**src/rtl/negator_arbiter_pkg.sv**
```systemverilog
// Shared constants for the negation-unit arbiter: FSM encoding, default sizes, id width helper.
package negator_arbiter_pkg;

    typedef enum logic [1:0] {
        IDLE    = 2'd0,
        ISSUE   = 2'd1,
        CAPTURE = 2'd2
    } state_t;

    localparam int DEF_WIDTH = 8;
    localparam int DEF_NREQ  = 2;

    // Width of a requester index; never below one bit so a 2-way arbiter still has a real ID.
    function automatic int id_width(input int n);
        return (n <= 2) ? 1 : $clog2(n);
    endfunction

endpackage

```
**src/rtl/negator_arbiter_rr_priority_picker.sv**
```systemverilog
// Combinational round-robin picker: first set request at or above ptr, wrapping modulo NREQ.
// No state; any=0 when no request is pending.
module rr_priority_picker
    import negator_arbiter_pkg::*;
#(
    parameter int NREQ = DEF_NREQ,
    parameter int IDW  = id_width(DEF_NREQ)
) (
    input  logic [NREQ-1:0] req,
    input  logic [IDW-1:0]  ptr,
    output logic [NREQ-1:0] onehot,
    output logic [IDW-1:0]  id,
    output logic            any
);

    logic [IDW:0]   sum;
    logic [IDW-1:0] idx;

    always_comb begin
        onehot = '0;
        id     = '0;
        any    = 1'b0;
        sum    = '0;
        idx    = '0;
        for (int i = 0; i < NREQ; i++) begin
            // ptr + i never reaches 2*NREQ, so one conditional subtract is a full modulo.
            sum = {1'b0, ptr} + (IDW+1)'(i);
            if (sum >= (IDW+1)'(NREQ)) begin
                sum = sum - (IDW+1)'(NREQ);
            end
            idx = sum[IDW-1:0];
            if (!any && req[idx]) begin
                any         = 1'b1;
                onehot[idx] = 1'b1;
                id          = idx;
            end
        end
    end

endmodule

```
**src/rtl/negator_arbiter.sv**
```systemverilog
// Round-robin arbiter sharing one combinational negation unit; 3 cycles per operation, DONE pulses one-hot.
// Define NEG_OVERFLOW_EN to add the OVERFLOW output (operand was the most-negative value).
module negator_arbiter
    import negator_arbiter_pkg::*;
#(
    parameter int NREQ  = DEF_NREQ,
    parameter int WIDTH = DEF_WIDTH
) (
    input  logic                  CLK,
    input  logic                  RESET,
    input  logic [NREQ-1:0]       REQ,
    input  logic [NREQ*WIDTH-1:0] OPERAND,
    output logic [NREQ-1:0]       GNT,
    output logic [WIDTH-1:0]      NEG_IN,
    input  logic [WIDTH-1:0]      NEG_OUT,
    output logic [WIDTH-1:0]      RESULT,
    output logic [NREQ-1:0]       DONE,
`ifdef NEG_OVERFLOW_EN
    output logic                  OVERFLOW,
`endif
    output logic                  BUSY
);

    localparam int IDW = id_width(NREQ);

    state_t           state;
    logic [IDW-1:0]   id;
    logic [IDW-1:0]   ptr;
    logic [NREQ-1:0]  win_onehot;
    logic [IDW-1:0]   win_id;
    logic             win_any;
    logic [WIDTH-1:0] operand_arr [NREQ];

    always_comb begin
        for (int i = 0; i < NREQ; i++) begin
            operand_arr[i] = OPERAND[i*WIDTH +: WIDTH];
        end
    end

    rr_priority_picker #(
        .NREQ (NREQ),
        .IDW  (IDW)
    ) u_picker (
        .req    (REQ),
        .ptr    (ptr),
        .onehot (win_onehot),
        .id     (win_id),
        .any    (win_any)
    );

`ifdef NEG_OVERFLOW_EN
    localparam logic [WIDTH-1:0] MOST_NEG = {1'b1, {(WIDTH-1){1'b0}}};
`endif

    always_ff @(posedge CLK or negedge RESET) begin
        if (!RESET) begin
            state  <= IDLE;
            id     <= '0;
            ptr    <= '0;
            GNT    <= '0;
            NEG_IN <= '0;
            RESULT <= '0;
            DONE   <= '0;
            BUSY   <= 1'b0;
`ifdef NEG_OVERFLOW_EN
            OVERFLOW <= 1'b0;
`endif
        end else begin
            DONE <= '0;
            case (state)
                IDLE: begin
                    if (win_any) begin
                        id     <= win_id;
                        NEG_IN <= operand_arr[win_id];
                        GNT    <= win_onehot;
                        BUSY   <= 1'b1;
                        state  <= ISSUE;
                    end
                end
                // The shared unit is combinational with a small delay; give it a whole cycle.
                ISSUE: begin
                    state <= CAPTURE;
                end
                CAPTURE: begin
                    RESULT <= NEG_OUT;
`ifdef NEG_OVERFLOW_EN
                    OVERFLOW <= (NEG_IN == MOST_NEG);
`endif
                    DONE  <= GNT;
                    GNT   <= '0;
                    BUSY  <= 1'b0;
                    ptr   <= (id == IDW'(NREQ-1)) ? '0 : id + IDW'(1);
                    state <= IDLE;
                end
                default: begin
                    GNT   <= '0;
                    BUSY  <= 1'b0;
                    state <= IDLE;
                end
            endcase
        end
    end

endmodule

```
**config.mk**
```make
export PLATFORM = sky130hd
export DESIGN_NAME = negator_arbiter
export DESIGN_NICKNAME = d
export VERILOG_FILES = /design/src/rtl/negator_arbiter_pkg.sv /design/src/rtl/negator_arbiter_rr_priority_picker.sv /design/src/rtl/negator_arbiter.sv
export SDC_FILE = /design/constraint.sdc
export NUM_CORES = 1
export LEC_CHECK = 0
export ABC_AREA = 1
export CAP_MARGIN = 15
export CELL_PAD_IN_SITES_DETAIL_PLACEMENT = 0
export CELL_PAD_IN_SITES_GLOBAL_PLACEMENT = 1
export CORE_ASPECT_RATIO = 0.9
export CORE_MARGIN = 1
export CORE_UTILIZATION = 26
export CTS_CLUSTER_DIAMETER = 100
export CTS_CLUSTER_SIZE = 8
export DETAILED_ROUTE_END_ITERATION = 12
export GPL_TIMING_DRIVEN = 0
export PLACE_DENSITY = 0.84
export SYNTH_ARGS = -nofsm -noshare
export SYNTH_HDL_FRONTEND = slang
export SYNTH_SLANG_ARGS = --single-unit
```
**constraint.sdc**
```tcl
create_clock -name CLK -period 0.9 [get_ports CLK]
set_input_delay 0.09 -clock CLK [delete_from_list [all_inputs] [get_ports CLK]]
set_output_delay 0.09 -clock CLK [all_outputs]
set_load 0.005 [all_outputs]
```
# Word-level counts from Yosys, hierarchy flattened
# Index checks and enable logic that the tools add are counted.
# Widths: inputs -> output; s select.
totals:
  output_inout_bits: 21
  reg_bits: 25
  word_cells: 59
classes:
  bitwise: 3
  n_mux: 27
  reduce_logical: 7
  order_cmp: 7
  n_eq_ne: 3
  n_addsub: 4
ops:
  columns: ["cell", "count"]
  rows:
  - ["$mux 8", 3]
  - ["$mux 1", 14]
  - ["$mux 2", 5]
  - ["$pmux 2 s2", 2]
  - ["$ge 2x2->1 const B", 2]
  - ["$lt 1x2->1 const B", 2]
  - ["$reduce_and 2->1", 2]
  - ["$logic_and 1x1->1", 3]
  - ["$add 1x1->2 const B", 1]
  - ["$demux 1 s1", 2]
  - ["$eq 2x1->1 const B", 1]
  - ["$eq 2x2->1 const B", 1]
  - ["$ge 1x1->1 const B", 2]
  - ["$ge 1x2->1 const B", 1]
  - ["$logic_not 2->1", 1]
  - ["$ne 2x1->1 const B", 1]
  - ["$not 1->2", 1]
  - ["$or 2x2->2", 1]
  - ["$pmux 1 s2", 1]
  - ["$sub 1x1->1 const B", 2]
  - ["$add 1x1->1 const B", 1]
  - ["$logic_not 1->1", 1]
  - ["$not 1->1", 1]

# Logic depth before layout (Yosys ltp)
# Gate-level depths: netlist of run 1.
depth:
  ltp_word: 12
  ltp_mapped: 6

# Cells and area by module
# Synthesis of run 1 repeated with hierarchy kept, for this count alone.
unflattened:
  hier_cells: 136
  hier_area_um2: 1098.6
by_module_without_submodules:
  columns: ["module", "instances", "area_each_um2", "cells_per_inst"]
  rows:
  - ["negator_arbiter", 1, 1068.5, 129]
  - ["rr_priority_picker", 1, 30.0, 7]

# Worst setup path after synthesis of run 1
# OpenSTA, ideal clock, no wires.
synth_timing:
  path_kind: "flip-flop to flip-flop"
  start: "register state[1]"
  end: "register NEG_IN[0]"
  t_required_ns: 0.783
  arrival_ns: 0.829
  path_stages_with_launch: 7
  synth_period_minus_slack_ns: 0.947
  setup_ns: 0.117
  path_slack_ns: -0.047
  cell_sequence: "dfrtp_1 -> inv_2 -> nand2_2 -> nor2_8 -> inv_4 -> nand2_1 -> nand2_1"
synth_between:
  elab_chain_len: 2
synth_lines:
  columns: ["element", "line", "text"]
  rows:
  - ["start, declared", "negator_arbiter.sv:26", "state_t state;"]
  - ["start signal, assigned", "negator_arbiter.sv:57", "state <= IDLE;"]
  - ["start signal, assigned", "negator_arbiter.sv:77", "state <= ISSUE;"]
  - ["start signal, assigned", "negator_arbiter.sv:82", "state <= CAPTURE;"]
  - ["$logic_not 2->1", "negator_arbiter.sv:70", "case (state)"]
  - ["$reduce_and 2->1 (no line)", null, null]
  - ["end signal, assigned", "negator_arbiter.sv:74", "NEG_IN <= operand_arr[win_id];"]
  - ["end, declared", "negator_arbiter.sv:14", "output logic [WIDTH-1:0] NEG_IN,"]
# No other way between the ends.
# A chain may end at the register's enable or synchronous reset.

# Worst setup path in the final report of run 1
layout_timing:
  start: "register state[0]"
  end: "register NEG_IN[1]"
# The elaborated chain is that of the path after synthesis.

==> metrics.txt, run 1 <==
status finished with violations; failing checks hold timing, setup timing; worst rel slew slack between 60 and 70%; Critical Path AT 1.24 ns; critical path class reg -> reg; vias post-DR ~1100; Starting Density 27.61%; Max VDD drop 891.7 uV; CTS root buf clkbuf_8; Final Max Slew Viols 0; # rows 22; RSZ-0062 raised after global routing yes; RePlAce Congestion 0.7055; min cycle time layout 1.031 ns; Longest Clk Path Bufs 2; Synth-to-Final Area Change 68.94%; post-DR vias/cell roughly 4.3; EDFF count, synth 0; Worst Setup SP state[0]; syn_area_per_cell just over 8 um2; Critical Path Source Type flip-flop; WL final 2.817 mm; CTS tree done; final net count 243; pwr/cell area 2865 nW/um2; Synth warnings 0; residual DRC count 0; Starting DRT DRC Count 48; Pleak 1.061 nW; die area 4653 um2; Clk pin slew, worst setup/hold paths 0.09 ns; die height 64.82 um; Fin Clk Skew 0.002838 ns; GRT Util Overall 12.32%; Yosys cell types 16; hpwl dp 1.858 mm; largest net degree at the start of global routing 26; share of cells above drive strength 1 30.84%; Worst Setup End Kind flip-flop; first-pass GRT wire length about 4.5 mm; Synth top area share a little over half; ys flop type dfrtp_1; Routed WL per cell between 10 and 15 um; final worst setup slack -0.1312 ns; n_diodes 0; Tightest Pin Transition 0.4947 ns; most frequent cells in the layout nand2_1 (51), dfrtp_1 (25), clkdlybuf4s50_1 (25), inv_1 (21), buf_2 (21); commonest non-fill, non-tap cell in the layout nand2_1; Synth area leader dfrtp_1; final number of setup-violating endpoints 21; vias in the first global route between 1000 and 1500; Worst Hold Class in -> async; Seq cells post-synth 25; CORE AREA around 4100 um2; fin crit share 114.6%; CTS Hold Bufs 0; Req. time, crit path 1.11 ns; worst r2r src state[0]; cell count after synthesis 141; syn nets 169; setup TNS -1.698 ns; Hold WS -0.1513 ns; number of port buffers 48; GR Overflow Total 0; max frequency 0.9697 GHz; Worst-Skew Late Latency 0.27 ns; Final Hold Fails 8; antenna-violating nets left 0; io pins 49; initial antenna violation count 0; Sink Count 25; synth top area cells dfrtp_1 (55%), nand2_1 (17%), nand3_1 (11%); post-synthesis async set-or-reset flop share 100.0%; TritonCTS buffer count 3; register area share after synthesis 54.88%; H-Tree Depth 1; die width 71.80 um; Mapped Area 1140 um2; max cap viols 0; Worst Path Max Fanout 6; First-pass DRT Iterations 4
## Yosys cell counts (2+ instances only)
| cell type | instances |
|---|---|
| buf_2 | 3 |
| nand2_2 | 2 |
| nand2_1 | 51 |
| dfrtp_1 | 25 |
| nand3_1 | 25 |
| inv_1 | 23 |
| nor2_1 | 3 |
## logic make-up (layout without fill, tap and decap cells)
family                 after synthesis  count (layout)  synth area share [%]
AND/OR/NAND/NOR                     84              84                 33.15
buffers and inverters               29             102                 10.43
flip-flops                          25              25                 54.88
AO/OA/AOI/OAI                        3               3                 1.536
## area by class of cell
type,count,area (um2)
clock inverter,1,5.005
sequential,25,625.6
inverter,25,98.84
timing repair buffer,69,585.6
fill,442,2203
multi-input combinational,87,460.4
clock buffer,3,41.29
buffer,4,48.80
tap,48,60.06
## critical path, stage by stage, from the launching register on
cell	delay, ns
dfrtp_1	0.41
inv_4	0.09
nand2_4	0.07
nor2_8	0.15
buf_12	0.13
nand3_1	0.07
nand2_1	0.05
## state kept, by name, summed over array words and instances, names as in the netlist
name	count
ptr	1
DONE	2
NEG_IN	8
state	2
GNT	2
RESULT	8
id	1
BUSY	1
## final timing paths
kind	end	slack [ns]	cells after the start
worst max register to register	NEG_IN[1]	-0.13	6
max in group asynchronous	NEG_IN[6]	0.60	2
worst max-delay path	NEG_IN[1]	-0.13	6
worst min-delay path	RESULT[5]	-0.15	1
worst min register to register	RESULT[7]	0.47	2
min in group CLK	GNT[0]	0.35	3
## metal layers
layer	vias up	track usage, %	part of all wire, %
li1	578	-	-
met1	509	16.23	47
met2	24	20.52	49
met3	4	1.866	3.4
met4	0	4.412	1.1
met5	-	0	0
## through the flow
stage | power, mW | cells | setup slack, ns | utilization (%) | cell area, um2
after floorplan | 3.039 | 141 | -0.04502 | - | 1145
after global placement | 4.278 | 237 | -0.5806 | 40.82 | 1685
after detailed placement | 4.334 | 237 | -0.5942 | 40.82 | 1685
after CTS | 5.047 | 251 | -0.1164 | 42.73 | 1764
after global routing | 5.945 | 262 | -0.1825 | 46.64 | 1926
final | 5.517 | 262 | -0.1312 | 46.64 | 1926
## report_power, final
part / leakage, nW / switching [mW] / internal [mW]
clock: 0.0255 / 0.359 / 0.310
sequential: 0.309 / 0.252 / 1.64
combinational: 0.726 / 1.37 / 1.58
## repair_timing
item                                   4_1_cts  5_1_grt
setup endpoints to repair                   68       35
pin swaps                                   10       12
resized for setup                           97       10
endpoints found under the hold margin        0        8
cloned                                       0        1
buffers inserted                            10        9
No activity file was read; power rests on OpenSTA's default activity.
==> run 2, diff against run 1 <==
--- a/config.mk
+++ b/config.mk
@@ -7,16 +7,15 @@
 export LEC_CHECK = 0
 export ABC_AREA = 1
 export CAP_MARGIN = 15
-export CELL_PAD_IN_SITES_DETAIL_PLACEMENT = 0
-export CELL_PAD_IN_SITES_GLOBAL_PLACEMENT = 1
 export CORE_ASPECT_RATIO = 0.9
 export CORE_MARGIN = 1
-export CORE_UTILIZATION = 26
+export CORE_UTILIZATION = 45
 export CTS_CLUSTER_DIAMETER = 100
 export CTS_CLUSTER_SIZE = 8
 export DETAILED_ROUTE_END_ITERATION = 12
+export DONT_BUFFER_PORTS = 1
 export GPL_TIMING_DRIVEN = 0
-export PLACE_DENSITY = 0.84
+export PLACE_DENSITY = 0.7
 export SYNTH_ARGS = -nofsm -noshare
 export SYNTH_HDL_FRONTEND = slang
 export SYNTH_SLANG_ARGS = --single-unit
==> constraint.sdc (replaced) <==
create_clock -name CLK -period 1.3 [get_ports CLK]
set_input_delay 0.13 -clock CLK [delete_from_list [all_inputs] [get_ports CLK]]
set_output_delay 0.13 -clock CLK [all_outputs]
set_load 0.005 [all_outputs]
==> run 2 against run 1 <==
The run now ends clean; worst setup slack improved by 0.35 ns; via count decreased by 17%; count of clock-buffer cells in the layout unchanged; critical path depth unchanged; die area decreased by 41%; register-to-register slack improved by 0.35 ns; first-iteration DRC count decreased by 83%; fmax decreased by 4.5%; largest power group is now registers; combinational power decreased by 68%; worst hold slack improved by 0.16 ns; utilization increased by 11 points; clock skew increased by 0.0023 ns.
==> metrics.txt, run 2 (synthesis gave the netlist of run 1 again) <==
slowest cell on the critical path dfrtp_1 (unchanged); Crit path max-delay family flip-flops (unchanged); number of port buffers 0 (was 48); post-DR vias/cell 5.066 (was 4.256); Worst Setup End Kind flip-flop (unchanged); min cycle time layout 1.080 ns (was 1.031 ns); die area 2738 um2 (was 4653 um2); Reg area 625.6 um2 (unchanged); fillers 215 (was 442); Max VDD drop 1290 uV (was 891.7 uV); Final Cell Area 1321 um2 (was 1926 um2); Clk pin slew, worst setup/hold paths 0.13 ns (was 0.09 ns); Pleak 0.7536 nW (was 1.061 nW); Bufs and invs on worst path 2 (unchanged); pwr/cell area 2024 nW/um2 (was 2865 nW/um2); CTS tree done (unchanged); crit-path most repeated cell nand2_1; TritonCTS buffer count 3 (unchanged); vias in the first global route 943 (was 1029); GR Overflow Total 0 (unchanged); Final Max Slew Viols 0 (unchanged); Worst-Skew Late Latency 0.31 ns (was 0.27 ns); RePlAce Congestion 0.7788 (was 0.7055); max cap viols 0 (unchanged); biggest registers after layout NEG_IN: 8 flops, RESULT: 8 flops (unchanged); Fin Clk Skew 0.005103 ns (was 0.002838 ns); critical path class reg -> reg (unchanged); flop2flop setup slack 0.22 ns (was -0.13 ns); Cell Int Power 1.578 mW (was 3.534 mW); status finished clean (was finished with violations); share of cells above drive strength 1 10.26% (was 30.84%); residual DRC count 0 (unchanged); fin crit share 83.10% (was 114.6%); First-pass DRT Iterations 4 (unchanged); Critical Path Source Type flip-flop (unchanged); max frequency 0.9257 GHz (was 0.9697 GHz); CTS root buf clkbuf_4 (was clkbuf_8); Starting Density 49.95% (was 27.61%); WL final 2.337 mm (was 2.817 mm); top layer in use met3 (was met4); crit path to NEG_IN[0] (was NEG_IN[1]); worst r2r src state[1] (was state[0]); first-pass GRT wire length 3.988 mm (was 4.485 mm); most frequent cells in the layout nand2_1 (51), dfrtp_1 (25), nand3_1 (25), inv_1 (23), dlygate4sd3_1 (10) (was nand2_1 (51), dfrtp_1 (25), clkdlybuf4s50_1 (25), inv_1 (21), buf_2 (21)); Crit path depth 6 (unchanged); vias post-DR 927 (was 1115); Flop pwr share 52.2% (was 34.3%); commonest non-fill, non-tap cell in the layout nand2_1 (unchanged); H-Tree Depth 1 (unchanged); Psw 1.096 mW (was 1.983 mW); Worst R2R End NEG_IN[0] (was NEG_IN[1]); Worst Hold Class in -> reg (was in -> async); FF-to-FF path depth 6 (unchanged); post-cts resize count 0 (was 97); Met3 Wirelength 151 um (was 97 um); Final Hold Fails 0 (was 8); M1 WL 964 um (was 1.321 mm); Tightest Pin Transition 0.2281 ns (was 0.4947 ns); Worst Setup SP state[1] (was state[0]); Max stage delay on crit path 0.42 ns (was 0.41 ns); placed instance area 1174 um2 (was 1685 um2); Routed WL per cell 12.77 um (was 10.75 um); die height 49.75 um (was 64.82 um); GRT Util Overall 19.86% (was 12.32%); setup TNS 0 ns (was -1.698 ns); worst rel slew slack 84.78% (was 67.02%); RSZ-0062 raised after global routing no (was yes); Starting DRT DRC Count 8 (was 48); Worst Path Max Fanout 10 (was 6); crit-path cells inv_2 -> nand2_2 -> nor2_8 -> inv_4 -> nand2_1 -> nand2_1 (was inv_4 -> nand2_4 -> nor2_8 -> buf_12 -> nand3_1 -> nand2_1); multi-input logic area 395.4 um2 (was 460.4 um2); final net count 185 (was 243); Req. time, crit path 1.51 ns (was 1.11 ns); routed wl met2 1.221 mm (was 1.367 mm); clock share of power 12.5% (was 12.1%); switching share of total power 40.98% (was 35.94%); # rows 16 (was 22); die width 55.05 um (was 71.80 um); largest net degree at the start of global routing 26 (unchanged); CORE AREA 2282 um2 (was 4129 um2); final number of setup-violating endpoints 0 (was 21); combinational fraction of design power 35.3% (was 53.6%); Synth-to-Final Area Change 15.92% (was 68.94%); Sink Count 25 (unchanged); Longest Clk Path Bufs 2 (unchanged); antenna-violating nets left 0 (unchanged); n_diodes 0 (unchanged); io pins 49 (unchanged); hpwl dp 1.600 mm (was 1.858 mm); initial antenna violation count 0 (unchanged); Critical Path AT 1.29 ns (was 1.24 ns)
-- run 2: layout make-up --
cell class              instances  share of cell area (%)
flip-flops and latches         25                   47.35
multi-input cells              87                   29.92
repair buffers                 11                   9.091
inverters                      25                   7.292
well taps                      27                   2.557
clock buffers                   3                   1.705
plain buffers                   4                   1.705
clock inverters                 1                  0.3788
-- run 2: worst min path at each step --
stage,from,cells past startpoint,end,slack (ns)
6_report,OPERAND[1],4,NEG_IN[1],0.008
5_1_grt,OPERAND[1],4,NEG_IN[1],0.02
4_1_cts,OPERAND[1],4,NEG_IN[1],0.003
3_5_place_dp,RESET,0,NEG_IN[5],-0.17
3_3_place_gp,RESET,0,NEG_IN[5],-0.16
2_1_floorplan,RESET,0,BUSY,-0.17
-- run 2: worst reg2reg max path, cell delays in order, from the launching register on --
cell	delay, ns
dfrtp_1	0.42
inv_2	0.07
nand2_2	0.09
nor2_8	0.18
inv_4	0.09
nand2_1	0.07
nand2_1	0.06
-- run 2: power by group through the flow --
stage	Clock, mW	Combinational [mW]	Sequential [mW]
after floorplan	0	0.726	1.35
after global placement	0	0.852	1.41
after detailed placement	0	0.891	1.41
after CTS	0.346	0.936	1.40
after global routing	0.380	1.10	1.45
final	0.334	0.944	1.40
-- run 2: through the flow --
step / std cells / setup slack, ns / power [mW] / hold WS, ns / util (%)
CTS: 183 / 0.2269 / 2.686 / 0.003359 / 57.89
detailed placement: 168 / 0.2486 / 2.305 / -0.1651 / 51.43
floorplan: 141 / 0.3533 / 2.076 / -0.1656 / -
finish: 183 / 0.2197 / 2.674 / 0.007950 / 57.89
global route: 183 / 0.1187 / 2.930 / 0.02320 / 57.89
global placement: 168 / 0.2636 / 2.262 / -0.1650 / 51.43
-- run 2: timing repair --
item                      CTS  global route
hold buffers               11             0
buffers inserted            0             0
hold endpoints to repair   34             0
-- run 2: per-layer routing --
metal  GRT usage [%]  vias to the layer above
li1                -                      457
met1           24.46                      442
met2           33.53                       28
met3           8.025                        0
met4           1.250                        0
met5               0                        -
